**src/rtl/apb_requester.sv**
```systemverilog
// apb_requester: turns single valid/ready commands into APB3/APB4 transfers, one outstanding at a time,
// with misalignment rejection, a wait-state timeout and a registered, back-pressurable response.
module apb_requester #(
   parameter int unsigned ADDR_W  = 12,
   parameter int unsigned DATA_W  = 32,
   parameter int unsigned TIMEOUT = 16,
   parameter int unsigned CNT_W   = 8
) (
   input  logic                pclk,
   input  logic                preset,
   input  logic                cmd_valid,
   output logic                cmd_ready,
   input  logic                cmd_write,
   input  logic [ADDR_W-1:0]   cmd_addr,
   input  logic [DATA_W-1:0]   cmd_wdata,
   input  logic [DATA_W/8-1:0] cmd_strb,
   output logic                rsp_valid,
   input  logic                rsp_ready,
   output logic [DATA_W-1:0]   rsp_rdata,
   output logic                rsp_err,
   output logic                rsp_timeout,
   output logic [ADDR_W-1:0]   paddr,
   output logic                psel,
   output logic                penable,
   output logic                pwrite,
   output logic [DATA_W/8-1:0] pstrb,
   output logic [DATA_W-1:0]   pwdata,
   input  logic [DATA_W-1:0]   prdata,
   input  logic                pready,
   input  logic                pslverr
);
   localparam int unsigned STRB_W = DATA_W / 8;
   localparam int unsigned OFF_W  = (STRB_W > 1) ? $clog2(STRB_W) : 1;

   typedef enum logic [1:0] {
      ST_IDLE   = 2'd0,
      ST_SETUP  = 2'd1,
      ST_ACCESS = 2'd2,
      ST_RESP   = 2'd3
   } state_t;

   state_t              state_q, state_d;
   logic [ADDR_W-1:0]   paddr_q, paddr_d;
   logic                pwrite_q, pwrite_d;
   logic [STRB_W-1:0]   pstrb_q, pstrb_d;
   logic [DATA_W-1:0]   pwdata_q, pwdata_d;
   logic                psel_q, psel_d;
   logic                penable_q, penable_d;
   logic [CNT_W-1:0]    cnt_q, cnt_d;
   logic                rsp_valid_q, rsp_valid_d;
   logic [DATA_W-1:0]   rsp_rdata_q, rsp_rdata_d;
   logic                rsp_err_q, rsp_err_d;
   logic                rsp_timeout_q, rsp_timeout_d;
   logic                misaligned_c;

   // Byte-lane offset bits must be zero for anything wider than a byte bus
   assign misaligned_c = (STRB_W > 1) && (cmd_addr[OFF_W-1:0] != '0);

   // State and datapath registers; reset clears everything, aborting any transfer in flight
   always_ff @(posedge pclk or posedge preset) begin
      if (preset) begin
         state_q       <= ST_IDLE;
         paddr_q       <= '0;
         pwrite_q      <= 1'b0;
         pstrb_q       <= '0;
         pwdata_q      <= '0;
         psel_q        <= 1'b0;
         penable_q     <= 1'b0;
         cnt_q         <= '0;
         rsp_valid_q   <= 1'b0;
         rsp_rdata_q   <= '0;
         rsp_err_q     <= 1'b0;
         rsp_timeout_q <= 1'b0;
      end else begin
         state_q       <= state_d;
         paddr_q       <= paddr_d;
         pwrite_q      <= pwrite_d;
         pstrb_q       <= pstrb_d;
         pwdata_q      <= pwdata_d;
         psel_q        <= psel_d;
         penable_q     <= penable_d;
         cnt_q         <= cnt_d;
         rsp_valid_q   <= rsp_valid_d;
         rsp_rdata_q   <= rsp_rdata_d;
         rsp_err_q     <= rsp_err_d;
         rsp_timeout_q <= rsp_timeout_d;
      end
   end

   // Next-state and next-output logic for the IDLE/SETUP/ACCESS/RESP sequence
   always_comb begin
      state_d       = state_q;
      paddr_d       = paddr_q;
      pwrite_d      = pwrite_q;
      pstrb_d       = pstrb_q;
      pwdata_d      = pwdata_q;
      psel_d        = psel_q;
      penable_d     = penable_q;
      cnt_d         = cnt_q;
      rsp_valid_d   = rsp_valid_q;
      rsp_rdata_d   = rsp_rdata_q;
      rsp_err_d     = rsp_err_q;
      rsp_timeout_d = rsp_timeout_q;

      unique case (state_q)
         ST_IDLE: begin
            if (cmd_valid) begin
               paddr_d  = cmd_addr;
               pwrite_d = cmd_write;
               pstrb_d  = cmd_write ? cmd_strb : '0;
               // Reads leave the last write data on pwdata
               if (cmd_write) pwdata_d = cmd_wdata;
               if (misaligned_c) begin
                  state_d       = ST_RESP;
                  rsp_valid_d   = 1'b1;
                  rsp_err_d     = 1'b1;
                  rsp_timeout_d = 1'b0;
                  rsp_rdata_d   = '0;
               end else begin
                  state_d = ST_SETUP;
                  psel_d  = 1'b1;
               end
            end
         end
         ST_SETUP: begin
            state_d   = ST_ACCESS;
            penable_d = 1'b1;
            cnt_d     = '0;
         end
         ST_ACCESS: begin
            // pready wins over a timeout reaching terminal count in the same cycle
            if (pready) begin
               state_d       = ST_RESP;
               psel_d        = 1'b0;
               penable_d     = 1'b0;
               rsp_valid_d   = 1'b1;
               rsp_err_d     = pslverr;
               rsp_timeout_d = 1'b0;
               rsp_rdata_d   = (pwrite_q || pslverr) ? '0 : prdata;
            end else if ((TIMEOUT != 0) && (cnt_q == CNT_W'(TIMEOUT))) begin
               state_d       = ST_RESP;
               psel_d        = 1'b0;
               penable_d     = 1'b0;
               rsp_valid_d   = 1'b1;
               rsp_err_d     = 1'b1;
               rsp_timeout_d = 1'b1;
               rsp_rdata_d   = '0;
            end else if (cnt_q != '1) begin
               cnt_d = cnt_q + 1'b1;
            end
         end
         ST_RESP: begin
            if (rsp_ready) begin
               state_d     = ST_IDLE;
               rsp_valid_d = 1'b0;
            end
         end
         default: state_d = ST_IDLE;
      endcase
   end

   // Ready is a pure decode of IDLE, forced low while reset is held
   assign cmd_ready   = (state_q == ST_IDLE) && !preset;

   assign rsp_valid   = rsp_valid_q;
   assign rsp_rdata   = rsp_rdata_q;
   assign rsp_err     = rsp_err_q;
   assign rsp_timeout = rsp_timeout_q;
   assign paddr       = paddr_q;
   assign psel        = psel_q;
   assign penable     = penable_q;
   assign pwrite      = pwrite_q;
   assign pstrb       = pstrb_q;
   assign pwdata      = pwdata_q;

endmodule

```
**config.mk**
```make
export PLATFORM = sky130hd
export DESIGN_NAME = apb_requester
export DESIGN_NICKNAME = d
export VERILOG_FILES = /design/src/rtl/apb_requester.sv
export SDC_FILE = /design/constraint.sdc
export NUM_CORES = 1
export LEC_CHECK = 0
export BUFFER_PORTS_ARGS = -buffer_cell sky130_fd_sc_hd__buf_2
export CAP_MARGIN = 20
export CORE_AREA = 4 4 98 109
export DETAILED_ROUTE_END_ITERATION = 12
export DIE_AREA = 0 0 102 113
export GPL_TIMING_DRIVEN = 0
export PLACE_DENSITY = 0.84
export SKIP_CTS_REPAIR_TIMING = 1
export SLEW_MARGIN = 10
export SYNTH_ARGS = -nofsm -noshare
export SYNTH_HDL_FRONTEND = slang
export SYNTH_SLANG_ARGS = --single-unit
```
**constraint.sdc**
```tcl
create_clock -name pclk -period 4.12 [get_ports pclk]
set_clock_uncertainty 0.15 [all_clocks]
set_input_delay 0.824 -clock pclk [delete_from_list [all_inputs] [get_ports pclk]]
set_output_delay 0.824 -clock pclk [all_outputs]
set_load 0.01 [all_outputs]
```
Word-level counts from Yosys, hierarchy flattened:

Index checks and enable logic that the tools add are counted.

* register bits after elaboration: 96
* output and inout port bits: 87
* input port bits: 87

* equality and inequality tests: 13
* mux-type cells: 35
* add/subtract/negate cells: 1
* reductions and logical operators: 16

Operators by type and width (number)
* 32-bit 2-to-1 mux: 5
* 32-bit case mux with 2 select lines: 1
* 8-bit 2-to-1 mux: 3
* 8-bit case mux with 2 select lines: 1
* 2-bit inequality test (second input constant): 7
* 1-bit 2-to-1 mux: 13
* 4-bit AND reduction: 3
* 2-bit 2-to-1 mux: 5
* 8-bit by 1-bit adder with 8-bit output (second input constant): 1
* 8-bit by 5-bit == test with 1-bit output (second input constant): 1
* 8-bit inequality test (second input constant): 1
* 1-bit case mux with 2 select lines: 4
* 2-bit case mux with 4 select lines: 1
* 3-bit AND reduction: 2
* 2-bit nonzero test: 3
* 5-bit AND reduction: 1
* 2-bit == test (second input constant): 2
* 4-bit 2-to-1 mux: 1
* 2-bit AND reduction: 2
* 3-bit inequality test (second input constant): 1
* 1-bit case mux with 3 select lines: 1
* 3-bit nonzero test: 1
* 2-bit by 1-bit == test with 1-bit output (second input constant): 1
* 2-bit zero test: 1
* other kinds (3): 3

Depth between registers and ports, before layout:

Gate-level depths: netlist (run 1).

* depth after elaboration: 5
* depth in mapped cells: 8
* gate-level depth less buffers: 6

Worst setup path before layout (run 1):

Ideal clock, no wire load.

* path kind: register -> register
* from: register cnt_q[0]
* to: register rsp_rdata_q[0] (netlist: rsp_rdata[0])
* arrival: 2450 ps
* setup slack: 1441 ps
* path buffers: 1
* cell stages (with the launch flop): 8
* period minus slack after synthesis: 2679 ps
* cells stage by stage: dfrtp_1 inv_1 ha_1 or4b_4 o41a_4 a2111oi_4 buf_8 mux2i_1

* longest elaborated chain between the ends: 3

RTL lines
* start, declared: RTL line 49 `logic [CNT_W-1:0] cnt_q, cnt_d;`
* start signal, assigned: RTL line 82 `cnt_q <= cnt_d;`
* 8-bit by 5-bit == test with 1-bit output: RTL line 140 `end else if ((TIMEOUT != 0) && (cnt_q == CNT_W'(TIMEOUT))) begin`
* 3-bit inequality test (no source line)
* 4-bit AND reduction (no source line)
* end signal, assigned: RTL line 84 `rsp_rdata_q <= rsp_rdata_d;`
* end, declared: RTL line 51 `logic [DATA_W-1:0] rsp_rdata_q, rsp_rdata_d;`

No other way between the ends.
A chain may end at the register's enable or synchronous reset.

Final worst setup path (run 1):

* from: register cnt_q[0]
* to: register rsp_rdata_q[25] (netlist: rsp_rdata[25])

The elaborated chain is that of the path after synthesis.

==> results of run 1 <==
==> report_power, final <==
part	total (W)	leakage [nW]	internal [W]	switching, W
clock	0.000629	0.0977	0.000287	0.000342
combinational	0.00165	1.49	0.000808	0.000840
sequential	0.00150	1.22	0.00130	0.000199
total	0.00378	2.81	0.00240	0.00138
==> per-stage QoR <==
stage / hold WS (ns) / instance area [µm²] / instances / setup WS, ns / total power, W
finish: 0.344 / 5490 / 662 / 1.14 / 0.00378
global placement: 0.314 / 5260 / 645 / -0.351 / 0.00311
detailed placement: 0.329 / 5290 / 646 / 1.13 / 0.00319
floorplan: 0.342 / 4250 / 352 / 0.641 / 0.00258
CTS: 0.357 / 5490 / 662 / 1.09 / 0.00383
global route: 0.371 / 5490 / 662 / 0.971 / 0.00404
==> cell type report <==
cell class | count | area (µm²)
fillers | 838 | 4210
multi-input cells | 197 | 1590
flip-flops and latches | 96 | 2400
clock inverters | 7 | 78.8
clock buffers | 9 | 124
well taps | 120 | 150
plain buffers | 15 | 90.1
inverters | 44 | 168
repair buffers | 174 | 886
==> path summary, 6_finish.rpt <==
path,slack [ns],end
worst max-delay path,1.14,rsp_rdata[25]
max in group asynchronous,2.74,rsp_rdata[5]
worst max register to register,1.14,rsp_rdata[25]
worst min register to register,0.34,pstrb[2]
min in group asynchronous,0.41,pwdata[20]
worst min-delay path,0.34,pstrb[2]
==> metal layers <==
metal | vias to the layer above | track usage (%) | wire, µm
met1 | 1501 | 20.8 | 4030
met2 | 138 | 28.2 | 4680
li1 | 1546 | - | -
met5 | - | 0 | 0
met3 | 10 | 6.23 | 996
met4 | 0 | 4.90 | 101
==> cell families (layout without fill, tap and decap cells) <==
family	count (synthesis)	after routing	synth area share (%)
buffers and inverters	59	249	6.01
and+or+nand+nor	80	80	8.34
muxes	84	84	21.4
DFF	96	96	56.6
adders and majority gates	8	8	2.36
AOI/OAI and AO/OA	25	25	5.39
==> cells in the mapped netlist (2+ instances only) <==
cell,n
o21ai_0,6
ha_1,8
nor2b_1,3
mux2_4,2
o311a_1,4
nor3_1,6
nand2_1,50
dfrtp_1,96
buf_8,3
and2_1,2
a211o_1,2
mux2_2,45
or3_1,2
nor2_1,7
nand3_1,4
a311o_1,4
mux2i_1,37
inv_1,44
clkbuf_1,12
==> critical path, cell delays in order, from the launching register on <==
cell	delay [ns]
dfrtp_1	0.43
inv_1	0.08
ha_1	0.13
or4b_4	0.47
o41a_4	0.41
a2111oi_4	0.77
buf_8	0.24
mux2i_1	0.21
==> sequential cells by signal, indices dropped and copies added (netlist names) <==
signal	count
penable	1
pstrb	4
rsp_err	1
rsp_timeout	1
psel	1
state_q	2
cnt_q	8
pwdata	32
paddr	12
pwrite	1
rsp_valid	1
rsp_rdata	32
==> impl_metrics.json, run 1 <==
{
  "core_um2": 9700,
  "grt_overflow": 0,
  "nets": 632,
  "synth_edf_count": 0,
  "fmax_mhz": 335,
  "syn_inst": 352,
  "min_path_cells": 2,
  "fin_setup_tns_ns": 0,
  "track_usage_pct": 17.0,
  "layout_commonest_cell": "buf_2",
  "peakVddDrop_uv": 342,
  "syn_nets": 447,
  "rows": 38,
  "die_x_um": 102,
  "async_flop_share_pct": 100,
  "cts_tree": "yes",
  "synth.avg_cell_area_um2": 12.1,
  "reg2reg_depth": 7,
  "status": "finished, final reports clean",
  "drv_cap": 0,
  "die_height_um": 113,
  "first_global_vias": 3382,
  "finalCoreUtilization_pct": 56.6,
  "antennaDiodeCount": 0,
  "synth.distinct_cells": 34,
  "synth_top_area_cell": "dfrtp_1",
  "grt_pass1_wl_mm": 15.6,
  "routedWlPerCell_um": 14.8,
  "worstPathArrival_ns": 3.11,
  "cts_root_buf": "clkbuf_8",
  "p_leak_nw": 2.81,
  "initialDrtViolationCount": 114,
  "worstHoldStart": "pstrb[2]",
  "start_util_pct": 43.8,
  "h-tree-depth": 3,
  "synth-main-ff-cell": "dfrtp_1",
  "powerDensity_nw_per_um2": 688,
  "setup_viol": 0,
  "tightest_slew_ns": 0.873,
  "final_max_slew_viol_count": 0,
  "reg2reg_from": "cnt_q[0]",
  "crit_type": "reg2reg",
  "antenna_found_initial": 0,
  "hp-class": "reg2reg",
  "area_delta_synth_final_pct": 29.2,
  "vias": 3195,
  "yosysWarnings": 0,
  "startpoint": "cnt_q[0]",
  "avgViaCountPerCell": 4.83,
  "route.detailed.drc": 0,
  "end_kind": "register",
  "io_pins": 174,
  "synthTopCellsByArea": "dfrtp_1 (57%), mux2_2 (12%), mux2i_1 (8.7%), nand2_1 (4.4%), inv_1 (3.9%)",
  "slew_headroom_pct": 41.8,
  "min_period_ns": 2.98,
  "drtAntennaViolNets": 0,
  "crit_fanout": 10,
  "port_buffers": 173,
  "rsz0062_at_grt": "no",
  "grt_max_degree": 53,
  "clk_latency_ns": 0.36,
  "drt_pre_antenna_iters": 4,
  "drive_gt1_share_pct": 45.2,
  "hold_violations": 0,
  "clkSlewWorstSetupHoldPaths_ns": 0.09,
  "synthesis.area_um2": 4250,
  "yosysTopAreaCellShare_pct": 56.6,
  "clk_path_buf_depth": 2,
  "required_ns": 4.25,
  "cts_buffers": 9,
  "crit_path_start_kind": "register",
  "ys_seq_elements": 96,
  "yosysSeqAreaShare_pct": 56.6,
  "cts.sinks": 96,
  "hpwl_mm": 7.62,
  "gp_congestion": 0.826,
  "wirelength_mm": 9.80,
  "mostFrequentLayoutCells": "buf_2 (173), dfrtp_1 (96), nand2_1 (50)",
  "finalCritPeriodShare_pct": 72.4,
  "die_area_um2": 11500
}
Note: power is estimated with default switching activity, not from simulation.
==> run 2, diff against run 1 <==
--- a/config.mk
+++ b/config.mk
@@ -7,11 +7,11 @@
 export LEC_CHECK = 0
 export BUFFER_PORTS_ARGS = -buffer_cell sky130_fd_sc_hd__buf_2
 export CAP_MARGIN = 20
-export CORE_AREA = 4 4 98 109
+export CORE_AREA = 4 4 99 111
 export DETAILED_ROUTE_END_ITERATION = 12
-export DIE_AREA = 0 0 102 113
+export DIE_AREA = 0 0 103 115
 export GPL_TIMING_DRIVEN = 0
-export PLACE_DENSITY = 0.84
+export PLACE_DENSITY = 0.85
 export SKIP_CTS_REPAIR_TIMING = 1
 export SLEW_MARGIN = 10
 export SYNTH_ARGS = -nofsm -noshare
==> constraint.sdc (replaced) <==
create_clock -name pclk -period 2.4 [get_ports pclk]
set_clock_uncertainty 0.15 [all_clocks]
set_input_delay 0.48 -clock pclk [delete_from_list [all_inputs] [get_ports pclk]]
set_output_delay 0.48 -clock pclk [all_outputs]
set_load 0.01 [all_outputs]
==> run 2 against run 1 <==
The flow now finishes with violations (setup timing). Worst hold slack lost 0.24 ns. Cell count up 0.15%. Clock power grew 86%. Global-route usage grew 0.50 points. Critical endpoint is now rsp_rdata[28].
==> impl_metrics.json, run 2 (synthesized netlist as in run 1, its figures left out) <==
{
  "status": "finished with violations",
  "violations": "setup timing",
  "p_clk_share_pct": 17.5,
  "setup_viol": 42,
  "hp-class": "in2async",
  "cts_root_buf": "clkbuf_8",
  "antennaDiodeCount": 0,
  "vias": 3277,
  "hpwl_mm": 8.08,
  "rsz0062_at_grt": "yes",
  "worst_slack_ns": -0.322,
  "p_comb_share_pct": 44.0,
  "grt_max_degree": 37,
  "avgViaCountPerCell": 4.94,
  "holdWs_ns": 0.100,
  "clk_path_buf_depth": 2,
  "first_global_vias": 3476,
  "die_x_um": 103,
  "track_usage_pct": 17.5,
  "port_buffers": 173,
  "finalCritPeriodShare_pct": 113,
  "area_delta_synth_final_pct": 31.0,
  "sw_frac_of_total_pct": 35.3,
  "crit_path_start_kind": "register",
  "clkSlewWorstSetupHoldPaths_ns": 0.09,
  "cts.sinks": 96,
  "worstPathArrival_ns": 2.85,
  "p_leak_nw": 2.85,
  "clk_latency_ns": 0.36,
  "hold_violations": 0,
  "seq_power_share_pct": 38.5,
  "num-fill-cells": 853,
  "slew_headroom_pct": 48.8,
  "crit_fanout": 10,
  "start_util_pct": 43.4,
  "drtAntennaViolNets": 0,
  "rows": 38,
  "drive_gt1_share_pct": 46.4,
  "fmax_mhz": 367,
  "mostFrequentLayoutCells": "buf_2 (173), dfrtp_1 (96), nand2_1 (50)",
  "powerDensity_nw_per_um2": 1200,
  "crit_type": "reg2reg",
  "cts_tree": "yes",
  "die_height_um": 115,
  "wirelength_mm": 10.3,
  "route.detailed.drc": 0,
  "nets": 634,
  "dp_worst_setup_slack_ns": -0.529,
  "required_ns": 2.53,
  "min_period_ns": 2.72,
  "gp_congestion": 0.840,
  "grt_pass1_wl_mm": 16.3,
  "routedWlPerCell_um": 15.5,
  "io_pins": 174,
  "p_int_w": 0.00433,
  "drv_cap": 0,
  "multiInputGateArea_um2": 1600,
  "reg2reg_from": "cnt_q[0]",
  "peakVddDrop_uv": 680,
  "grt_overflow": 0,
  "end_kind": "register",
  "antenna_found_initial": 1,
  "drt_pre_antenna_iters": 5,
  "initialDrtViolationCount": 129,
  "p_switching_w": 0.00237,
  "layout_commonest_cell": "buf_2",
  "startpoint": "cnt_q[0]",
  "final_max_slew_viol_count": 0,
  "die_area_um2": 11800,
  "tightest_slew_ns": 0.762,
  "h-tree-depth": 3,
  "core_um2": 9790,
  "seq_area_um2": 2400,
  "cts_buffers": 9
}
[run 2: power groups by stage]
stage | Combinational, W | Sequential [W] | Clock [W]
after floorplan | 0.00158 | 0.00285 | 0
after global placement | 0.00277 | 0.00256 | 0
after detailed placement | 0.00288 | 0.00261 | 0
after CTS | 0.00289 | 0.00259 | 0.00121
after global routing | 0.00322 | 0.00266 | 0.00128
final | 0.00294 | 0.00258 | 0.00117
[run 2: metal layers]
| layer | share of wire (%) | vias to the layer above | global-route usage, % | wire (µm) |
|---|---|---|---|---|
| li1 | - | 1549 | - | - |
| met4 | 1.7 | 2 | 6.39 | 177 |
| met1 | 38 | 1565 | 20.8 | 3920 |
| met2 | 50 | 141 | 29.6 | 5140 |
| met5 | 0.13 | - | 0 | 13 |
| met3 | 9.7 | 20 | 5.70 | 995 |
[run 2: path summary, 6_finish.rpt]
kind,endpoint,slack (ns),depth (start not counted)
setup / recovery,rsp_rdata[28],-0.32,8
hold / removal,paddr[8],0.10,2
setup reg to reg,rsp_rdata[28],-0.32,8
hold reg to reg,pstrb[3],0.34,2
max in group asynchronous,pwdata[10],1.17,4
min in group pclk,pwdata[13],0.20,2
[run 2: layout make-up]
| class | instances | share of cell area (%) |
|---|---|---|
| buffer | 13 | 1.53 |
| clock buffer | 11 | 2.54 |
| clock inverter | 4 | 1.39 |
| inverter | 44 | 3.03 |
| multi-input combinational | 197 | 28.7 |
| sequential | 96 | 43.2 |
| tap | 120 | 2.70 |
| timing repair buffer | 178 | 16.9 |
[run 2: per-stage QoR]
stage,instance area [µm²],setup TNS (ns),cells,power (W),utilization (%)
floorplan,4250,-6.44,352,0.00443,-
global placement,5270,-16.63,645,0.00534,53.8
detailed placement,5310,-17.95,647,0.00549,54.2
CTS,5530,-19.68,662,0.00669,56.4
global route,5570,-14.30,663,0.00716,56.8
finish,5570,-10.04,663,0.00670,56.8
[run 2: worst max-delay path: stages, from the launching register on]
cell,delay [ns]
dfrtp_1,0.43
inv_1,0.08
ha_1,0.14
or4b_4,0.47
o41a_4,0.41
a2111oi_4,0.38
buf_12,0.18
buf_8,0.15
mux2i_2,0.24
